==> src/rtl/ip1_test1_rx.sv <==
`default_nettype none
// ============================================================================
// Module   : ip1_test1_rx
// Purpose  : Receive-side checker for the CONFIG-SHIFT-REG serial loopback
//            test: samples config_out, skips the chain's prior content and
//            compares the rest against the transmit-side expected bit.
// Revision : 1.0 - initial release
// ============================================================================
module ip1_test1_rx #(
    parameter int SKIP_BITS = 768,
    parameter int RX_W      = 32,
    parameter int CNT_W     = 14
) (
    input  logic             clk,
    input  logic             reset,
    input  logic             enable,
    input  logic [6:0]       clk_counter,
    input  logic [6:0]       sample_phase,
    input  logic             rx_start_re,
    input  logic             shift_active,
    input  logic             config_out_i,
    input  logic             exp_bit_i,
    input  logic [CNT_W-1:0] sample_cnt_max,
    output logic [1:0]       rx_state,
    output logic             rx_status_done,
    output logic             rx_status_abort,
    output logic [CNT_W-1:0] rx_sample_cnt,
    output logic [CNT_W-1:0] rx_err_cnt,
    output logic [CNT_W-1:0] rx_first_err_idx,
    output logic [RX_W-1:0]  rx_word
);

    localparam logic [1:0] c_ST_IDLE    = 2'b00;
    localparam logic [1:0] c_ST_ARM     = 2'b01;
    localparam logic [1:0] c_ST_CAPTURE = 2'b10;
    localparam logic [1:0] c_ST_DONE    = 2'b11;

    localparam logic [CNT_W-1:0] c_ALL_ONES = '1;
    localparam logic [CNT_W-1:0] c_SKIP     = CNT_W'(SKIP_BITS);

    logic [1:0]       r_state;
    logic [1:0]       w_state_next;
    logic             r_sync1;
    logic             r_sync2;
    logic             r_done;
    logic             r_abort;
    logic [CNT_W-1:0] r_sample_cnt;
    logic [CNT_W-1:0] r_err_cnt;
    logic [CNT_W-1:0] r_first_err_idx;
    logic [RX_W-1:0]  r_rx_word;

    logic w_sample_evt;
    logic w_last;
    logic w_clear;
    logic w_take;
    logic w_set_done;
    logic w_set_abort;
    logic w_mismatch;

    assign w_sample_evt = (r_state == c_ST_CAPTURE) && (clk_counter == sample_phase);
    assign w_last       = (r_sample_cnt == sample_cnt_max);
    assign w_mismatch   = w_take && (r_sample_cnt >= c_SKIP) && (r_sync2 != exp_bit_i);

    always_comb begin
        w_state_next = r_state;
        w_clear      = 1'b0;
        w_take       = 1'b0;
        w_set_done   = 1'b0;
        w_set_abort  = 1'b0;
        if (!enable) begin
            w_state_next = c_ST_IDLE;
        end else begin
            case (r_state)
                c_ST_IDLE: begin
                    if (rx_start_re) begin
                        w_state_next = c_ST_ARM;
                        w_clear      = 1'b1;
                    end
                end
                c_ST_ARM: begin
                    if (rx_start_re) begin
                        w_clear = 1'b1;
                    end else if (shift_active) begin
                        w_state_next = c_ST_CAPTURE;
                    end
                end
                c_ST_CAPTURE: begin
                    // A sample event wins over a simultaneous fall of shift_active.
                    if (w_sample_evt) begin
                        w_take = 1'b1;
                        if (w_last) begin
                            w_state_next = c_ST_DONE;
                            w_set_done   = 1'b1;
                        end
                    end else if (!shift_active) begin
                        w_state_next = c_ST_DONE;
                        w_set_done   = 1'b1;
                        w_set_abort  = 1'b1;
                    end
                end
                c_ST_DONE: w_state_next = c_ST_IDLE;
                default:   w_state_next = c_ST_IDLE;
            endcase
        end
    end

    always_ff @(posedge clk) begin
        if (reset) begin
            r_state         <= c_ST_IDLE;
            r_sync1         <= 1'b0;
            r_sync2         <= 1'b0;
            r_done          <= 1'b0;
            r_abort         <= 1'b0;
            r_sample_cnt    <= '0;
            r_err_cnt       <= '0;
            r_first_err_idx <= c_ALL_ONES;
            r_rx_word       <= '0;
        end else begin
            r_state <= w_state_next;
            r_sync1 <= config_out_i;
            r_sync2 <= r_sync1;
            if (w_clear) begin
                r_done          <= 1'b0;
                r_abort         <= 1'b0;
                r_sample_cnt    <= '0;
                r_err_cnt       <= '0;
                r_first_err_idx <= c_ALL_ONES;
                r_rx_word       <= '0;
            end else begin
                if (w_take) begin
                    r_rx_word    <= {r_sync2, r_rx_word[RX_W-1:1]};
                    r_sample_cnt <= r_sample_cnt + 1'b1;
                end
                if (w_mismatch) begin
                    if (r_err_cnt != c_ALL_ONES) begin
                        r_err_cnt <= r_err_cnt + 1'b1;
                    end
                    if (r_err_cnt == '0) begin
                        r_first_err_idx <= r_sample_cnt;
                    end
                end
                if (w_set_done) begin
                    r_done <= 1'b1;
                end
                if (w_set_abort) begin
                    r_abort <= 1'b1;
                end
            end
        end
    end

    assign rx_state         = r_state;
    assign rx_status_done   = r_done;
    assign rx_status_abort  = r_abort;
    assign rx_sample_cnt    = r_sample_cnt;
    assign rx_err_cnt       = r_err_cnt;
    assign rx_first_err_idx = r_first_err_idx;
    assign rx_word          = r_rx_word;

endmodule
`default_nettype wire

==> config.mk <==
export PLATFORM = sky130hd
export DESIGN_NAME = ip1_test1_rx
export DESIGN_NICKNAME = d
export VERILOG_FILES = /design/src/rtl/ip1_test1_rx.sv
export SDC_FILE = /design/constraint.sdc
export NUM_CORES = 1
export LEC_CHECK = 0
export BUFFER_PORTS_ARGS = -buffer_cell sky130_fd_sc_hd__buf_2
export CAP_MARGIN = 10
export CELL_PAD_IN_SITES_DETAIL_PLACEMENT = 1
export CELL_PAD_IN_SITES_GLOBAL_PLACEMENT = 2
export CORE_UTILIZATION = 31
export CTS_CLUSTER_DIAMETER = 100
export CTS_CLUSTER_SIZE = 28
export DETAILED_ROUTE_END_ITERATION = 8
export HOLD_SLACK_MARGIN = 0.06
export PLACE_DENSITY_LB_ADDON = 0.1
export SETUP_SLACK_MARGIN = 0.5
export SLEW_MARGIN = 25
export SYNTH_ARGS = -nofsm -noshare
export SYNTH_HDL_FRONTEND = slang
export SYNTH_SLANG_ARGS = --single-unit
==> constraint.sdc <==
create_clock -name clk -period 4.55 [get_ports clk]
set_input_delay 0.91 -clock clk [delete_from_list [all_inputs] [get_ports clk]]
set_output_delay 0.91 -clock clk [all_outputs]
set_load 0.02 [all_outputs]
# == Word level (Yosys, flattened, before mapping) ==
# Cells that the tools add are included.
# W data, S select, Z words.
# totals
regBits,80
elab_cells,57
in_bits,35
ram_bits,0
rom_bits,0
latch_bits,0
output_inout_bits,78
mem_count,0
# classes
div,0
reduce_logical,11
n_eq_ne,12
n_mux,21
n_shift,0
n_addsub,2
bitwise,1
mul,0
magnitude_cmp,1
# op_table
cell,n
$add A14 B1 Y14 const B,2
$eq A14 B14 Y1,1
$ge A14 B10 Y1 const B,1
$logic_not A14 Y1,1
$mux W1,14
$ne A14 B14 Y1 const B,1
$mux W2,6
$pmux W2 S4,1
$eq A7 B7 Y1,1
$ne A2 B2 Y1 const B,3
$ne A3 B3 Y1 const B,2
$reduce_or A2 Y1,3
$reduce_and A5 Y1,1
$eq A2 B2 Y1 const B,2
$reduce_and A2 Y1,2
$logic_and A1 B1 Y1,3
$eq A2 B1 Y1 const B,1
$logic_not A2 Y1,1
$ne A1 B1 Y1,1
$not A1 Y1,1

# == Logic depth before layout (Yosys ltp) ==
# depth
ltp_word,8
mapped_depth,9
mapped_depth_nobuf,7

# == Least setup slack after synthesis ==
# OpenSTA, ideal clock, no wires.
# synth_timing
path_kind,in2reg
startpoint,in sample_phase[1]
endpoint,reg r_first_err_idx[11] (netlist: rx_first_err_idx[11])
stages,7
n_path_buf,2
slack_ps,1808
arrival_time_ps,2613
cell_sequence,xor2_1 > or4_1 > or4_4 > buf_6 > buf_12 > mux2i_1 > nand2_1
# synth_via
elab_chain_cells,8
# synth_rtl
item,line,text
from (decl),18,"input logic [6:0] sample_phase,"
$eq A7 B7 Y1,60,assign w_sample_evt = (r_state == c_ST_CAPTURE) && (clk_counter == sample_phase);
$logic_and A1 B1 Y1,60,
$mux W1,89,if (w_sample_evt) begin
$mux W1,73,case (r_state)
$mux W1,70,if (!enable) begin
$logic_and A1 B1 Y1 (2 in series),62,assign w_mismatch = w_take && (r_sample_cnt >= c_SKIP) && (r_sync2 != exp_bit_i);
$reduce_and A2 Y1 (no source line),n/a,
to (signal assigned),116,r_first_err_idx <= c_ALL_ONES;
to (signal assigned),127,r_first_err_idx <= c_ALL_ONES;
to (signal assigned),139,r_first_err_idx <= r_sample_cnt;
to (decl),49,logic [CNT_W-1:0] r_first_err_idx;
# No other way between the ends.
# A chain may end at the register's enable or synchronous reset.

# == Worst setup path in the final report ==
# layout_timing
startpoint,in sample_phase[5]
endpoint,reg r_err_cnt[9] (netlist: rx_err_cnt[9])
# layout_via
elab_chain_cells,8
# layout_rtl
item,line,text
$eq A7 B7 Y1,60,
$logic_and A1 B1 Y1,60,
$mux W1,89,
$mux W1,73,
$mux W1,70,
$logic_and A1 B1 Y1 (2 in series),62,
$reduce_and A2 Y1 (no source line),n/a,
to (signal assigned),136,r_err_cnt <= r_err_cnt + 1'b1;
to (decl),48,logic [CNT_W-1:0] r_err_cnt;
# No other way between the ends.

==> run summary <==
nand2_1 is the most common cell in the netlist. The worst vdd rail ir drop came out at 0.177 mV. The area of the multi-input gates came out at 0.00189 mm². The setup clock skew after layout is 0.00335 ns. The row count is 39. The net switching power came out at 0.329 mW. Adding up every negative setup slack in the final design gives 0 ns.

Counting the buffers created by CTS gives 9. Setup repair after global routing left no endpoint under its margin. The number of pins with negative max-slew slack in the final report came out at 0. The number of synthesized register bits came out at 80.

The worst register-to-register path has a depth of 7. The routed length per placed instance came out at 15.0 µm. The first-pass GRT wire length came out at 17200 µm. The initial antenna violation count is 0.

The die span in x is 111 µm. The top achievable clock speed came out at 362 MHz. The number of gates given a new drive strength after cts came out at 0.

The total of endpoints with negative setup slack in the final report came out at 0. The post-synth net total is 483. The required time at the endpoint of the critical path came out at 4.82 ns. The post-cts hold buffer count is 0.

The netlist area before placement is 0.00365 mm². The tree is rooted in a clkbuf_16. The DRC violations left is 0.

The y dimension of the die is 111 µm. In this run the worst hold path is classified as reg -> reg. Timing analysis after detailed placement gives a worst setup slack of 1.49 ns.

The placer congestion estimate came out at 0.754. The number of cells traversed by the worst hold path came out at 2. The number of fillers in the final layout is 1409.

The fraction of the cycle the final worst path needs is 60.7%. The maximum clock path buffer count is 2. The share of final-layout standard cells stronger than drive strength 1 came out at 24.7%. Max-cap violations in this run came to 0.

The ratio of total power to cell area is 317 mW/mm². The kind of start point of the critical path is an input port. The clock slew at the register clock pins of the worst setup and hold paths came out at 0.06 ns. The number of buffer cells added on primary ports came out at 112. The full die area came out at 0.0122 mm². The sum of overflow across all layers after global routing is 0. The relative contribution of the clock network to total power is 46.9%. The max-slew headroom at the worst pin is 47.3%. The H-tree was split into 3 levels. Across every metal layer, demand over resource in global routing totals 17.5%. The top cell type's share of synthesized area came out at 43.9%. The final core utilization is 40.1%.

The top-level port count is 113. By area the synthesized netlist is led by dfxtp_1 44%, nand2_1 10%, a21oi_1 7.8%, xnor2_1 5.0%, mux2i_1 4.7%. Averaged over all synthesized cells, the footprint is 8.30 µm². The first detailed-routing pass took 4 iterations. Among all flip-flop cells after synthesis, the most frequent one is dfxtp_1.

For this configuration, the core starts out at a cell density of 31.8%. The number of synthesized flops with an enable pin is 0. The average vias per placed instance is 5.01. The core outline area came out at 0.0115 mm².

The maximum fanout count along the critical path came out at 13. The number of buffers inserted to repair setup after CTS came out at 0. The run finished with clean final reports. The largest total area in the synthesized netlist belongs to dfxtp_1. The detail route stage leaves a number of antenna-violating nets equal to 0. The total via count after detailed routing is 3470.

The count of nets after finishing is 588. The post-detailed-placement half-perimeter wirelength is 7480 µm. In this run, distinct cell masters in the synthesized netlist total 38.

The fraction of registers with async set/reset is 0%. The actual slew at the worst max-slew pin came out at 0.790 ns. The clock reaches the later pin of the worst-skew pair after 0.34 ns. The post-route minimum period came out at 2.76 ns.

The sequential cell area came out at 0.00160 mm². The count of final hold-check violations came out at 0. The tree built by TritonCTS fans out to 80 sinks. After synthesis, the most frequently instantiated cells are 97 x nand2_1, 80 x dfxtp_1, 57 x a21oi_1, 21 x clkbuf_1, 21 x xnor2_1. In this run the static leakage power is 1.84 nW.

Net switching is 22.5% of the power. The via count of the first global-routing pass was 3391. In this run, the number of DRC markers left after iteration 0 of detailed routing was 105. The final worst setup slack came out at 1.79 ns.

Entering global routing, the biggest net connects 38 pins. The nature of the critical path endpoint is a flop. The register area share after synthesis is 43.9%. The relative area change from synthesis to final layout came out at 25.9%. The part of the power in combinational logic is 4.9%. The worst setup path category is in -> reg. The total detailed-routing wirelength is 10400 µm. The arrival time of data at the critical path endpoint is 3.03 ns. The number of inserted diodes came out at 0. TritonCTS built the clock tree.

Counting every instance in the synthesized netlist gives 440. The share of power burned in registers is 48.2%. The cell-internal power came out at 1.13 mW. The Yosys warning count came out at 0.
## state kept, by name, summed over array words and instances, names as in the netlist
signal,cells
rx_err_cnt,14
rx_first_err_idx,14
rx_sample_cnt,14
rx_state,2
r_sync1,1
r_sync2,1
rx_status_done,1
rx_status_abort,1
rx_word,32
## power groups by stage
stage / Combinational [mW] / Sequential (mW) / Clock [mW]
finish: 0.0720 / 0.703 / 0.684
CTS: 0.0739 / 0.703 / 0.708
global route: 0.0804 / 0.703 / 0.734
floorplan: 0.0403 / 0.720 / 0
detailed placement: 0.0733 / 0.719 / 0
global placement: 0.0714 / 0.719 / 0
## per-layer routing
layer  part of all wire, %  global-route usage, %
met5                     0                      0
met1                    47                   22.2
met2                    47                   28.2
met3                   4.5                   4.17
met4                   1.9                   8.00
## layout by cell type (no fill, tap or decap), types with 8 or more instances in the layout
| cell | instances |
|---|---|
| a21oi_1 | 57 |
| xnor2_1 | 21 |
| nor2_1 | 12 |
| mux2i_1 | 17 |
| dfxtp_1 | 80 |
| o21ai_0 | 12 |
| clkbuf_16 | 9 |
| or3_1 | 10 |
| nand4_1 | 14 |
| buf_2 | 112 |
| inv_1 | 14 |
| nand3_1 | 11 |
| nand2_1 | 97 |
| ha_1 | 8 |
| o31ai_1 | 10 |
| or4_1 | 10 |
## logic make-up (layout without fill, tap and decap cells)
group | count (synthesis) | after routing | share of synthesized area (%)
AOI/OAI and AO/OA | 88 | 88 | 13.4
xor gates and xnor gates | 26 | 26 | 6.24
adders and majority gates | 8 | 8 | 2.74
buffers and inverters | 37 | 147 | 4.45
DFF | 80 | 80 | 43.9
muxes | 17 | 17 | 4.66
and+or+nand+nor | 184 | 184 | 24.7
## area by class of cell
cell class / count / area share, %
multi-input cells: 323 / 41.1
flip-flops and latches: 80 / 34.8
repair buffers: 117 / 13.0
clock buffers: 14 / 5.74
well taps: 143 / 3.89
inverters: 14 / 1.14
clock inverters: 2 / 0.299
## critical path: stages
cell and delay [ns]:
buf_2 0.11, xnor2_1 0.21, and4_1 0.47, nand4_1 0.51, or4_1 0.67, a21oi_1 0.15
## path summary, 6_finish.rpt
kind / slack (ns) / to / startpoint
worst max-delay path: 1.79 / rx_err_cnt[9]$_SDFFE_PP0P_ / sample_phase[5]
worst min-delay path: 0.45 / rx_status_abort$_SDFFE_PP0P_ / rx_status_abort$_SDFFE_PP0P_
worst max register to register: 2.01 / rx_err_cnt[4]$_SDFFE_PP0P_ / rx_state[0]$_SDFFE_PP0P_
worst min register to register: 0.45 / rx_status_abort$_SDFFE_PP0P_ / rx_status_abort$_SDFFE_PP0P_
## per-stage QoR
step	instance area (µm²)	total power, mW	cells	hold slack [ns]
finish	4600	1.46	693	0.453
floorplan	3650	0.760	440	0.414
CTS	4600	1.49	693	0.454
global placement	4320	0.790	677	0.423
detailed placement	4320	0.792	677	0.432
global route	4600	1.52	693	0.476
Power figures use the tool's default switching activity.
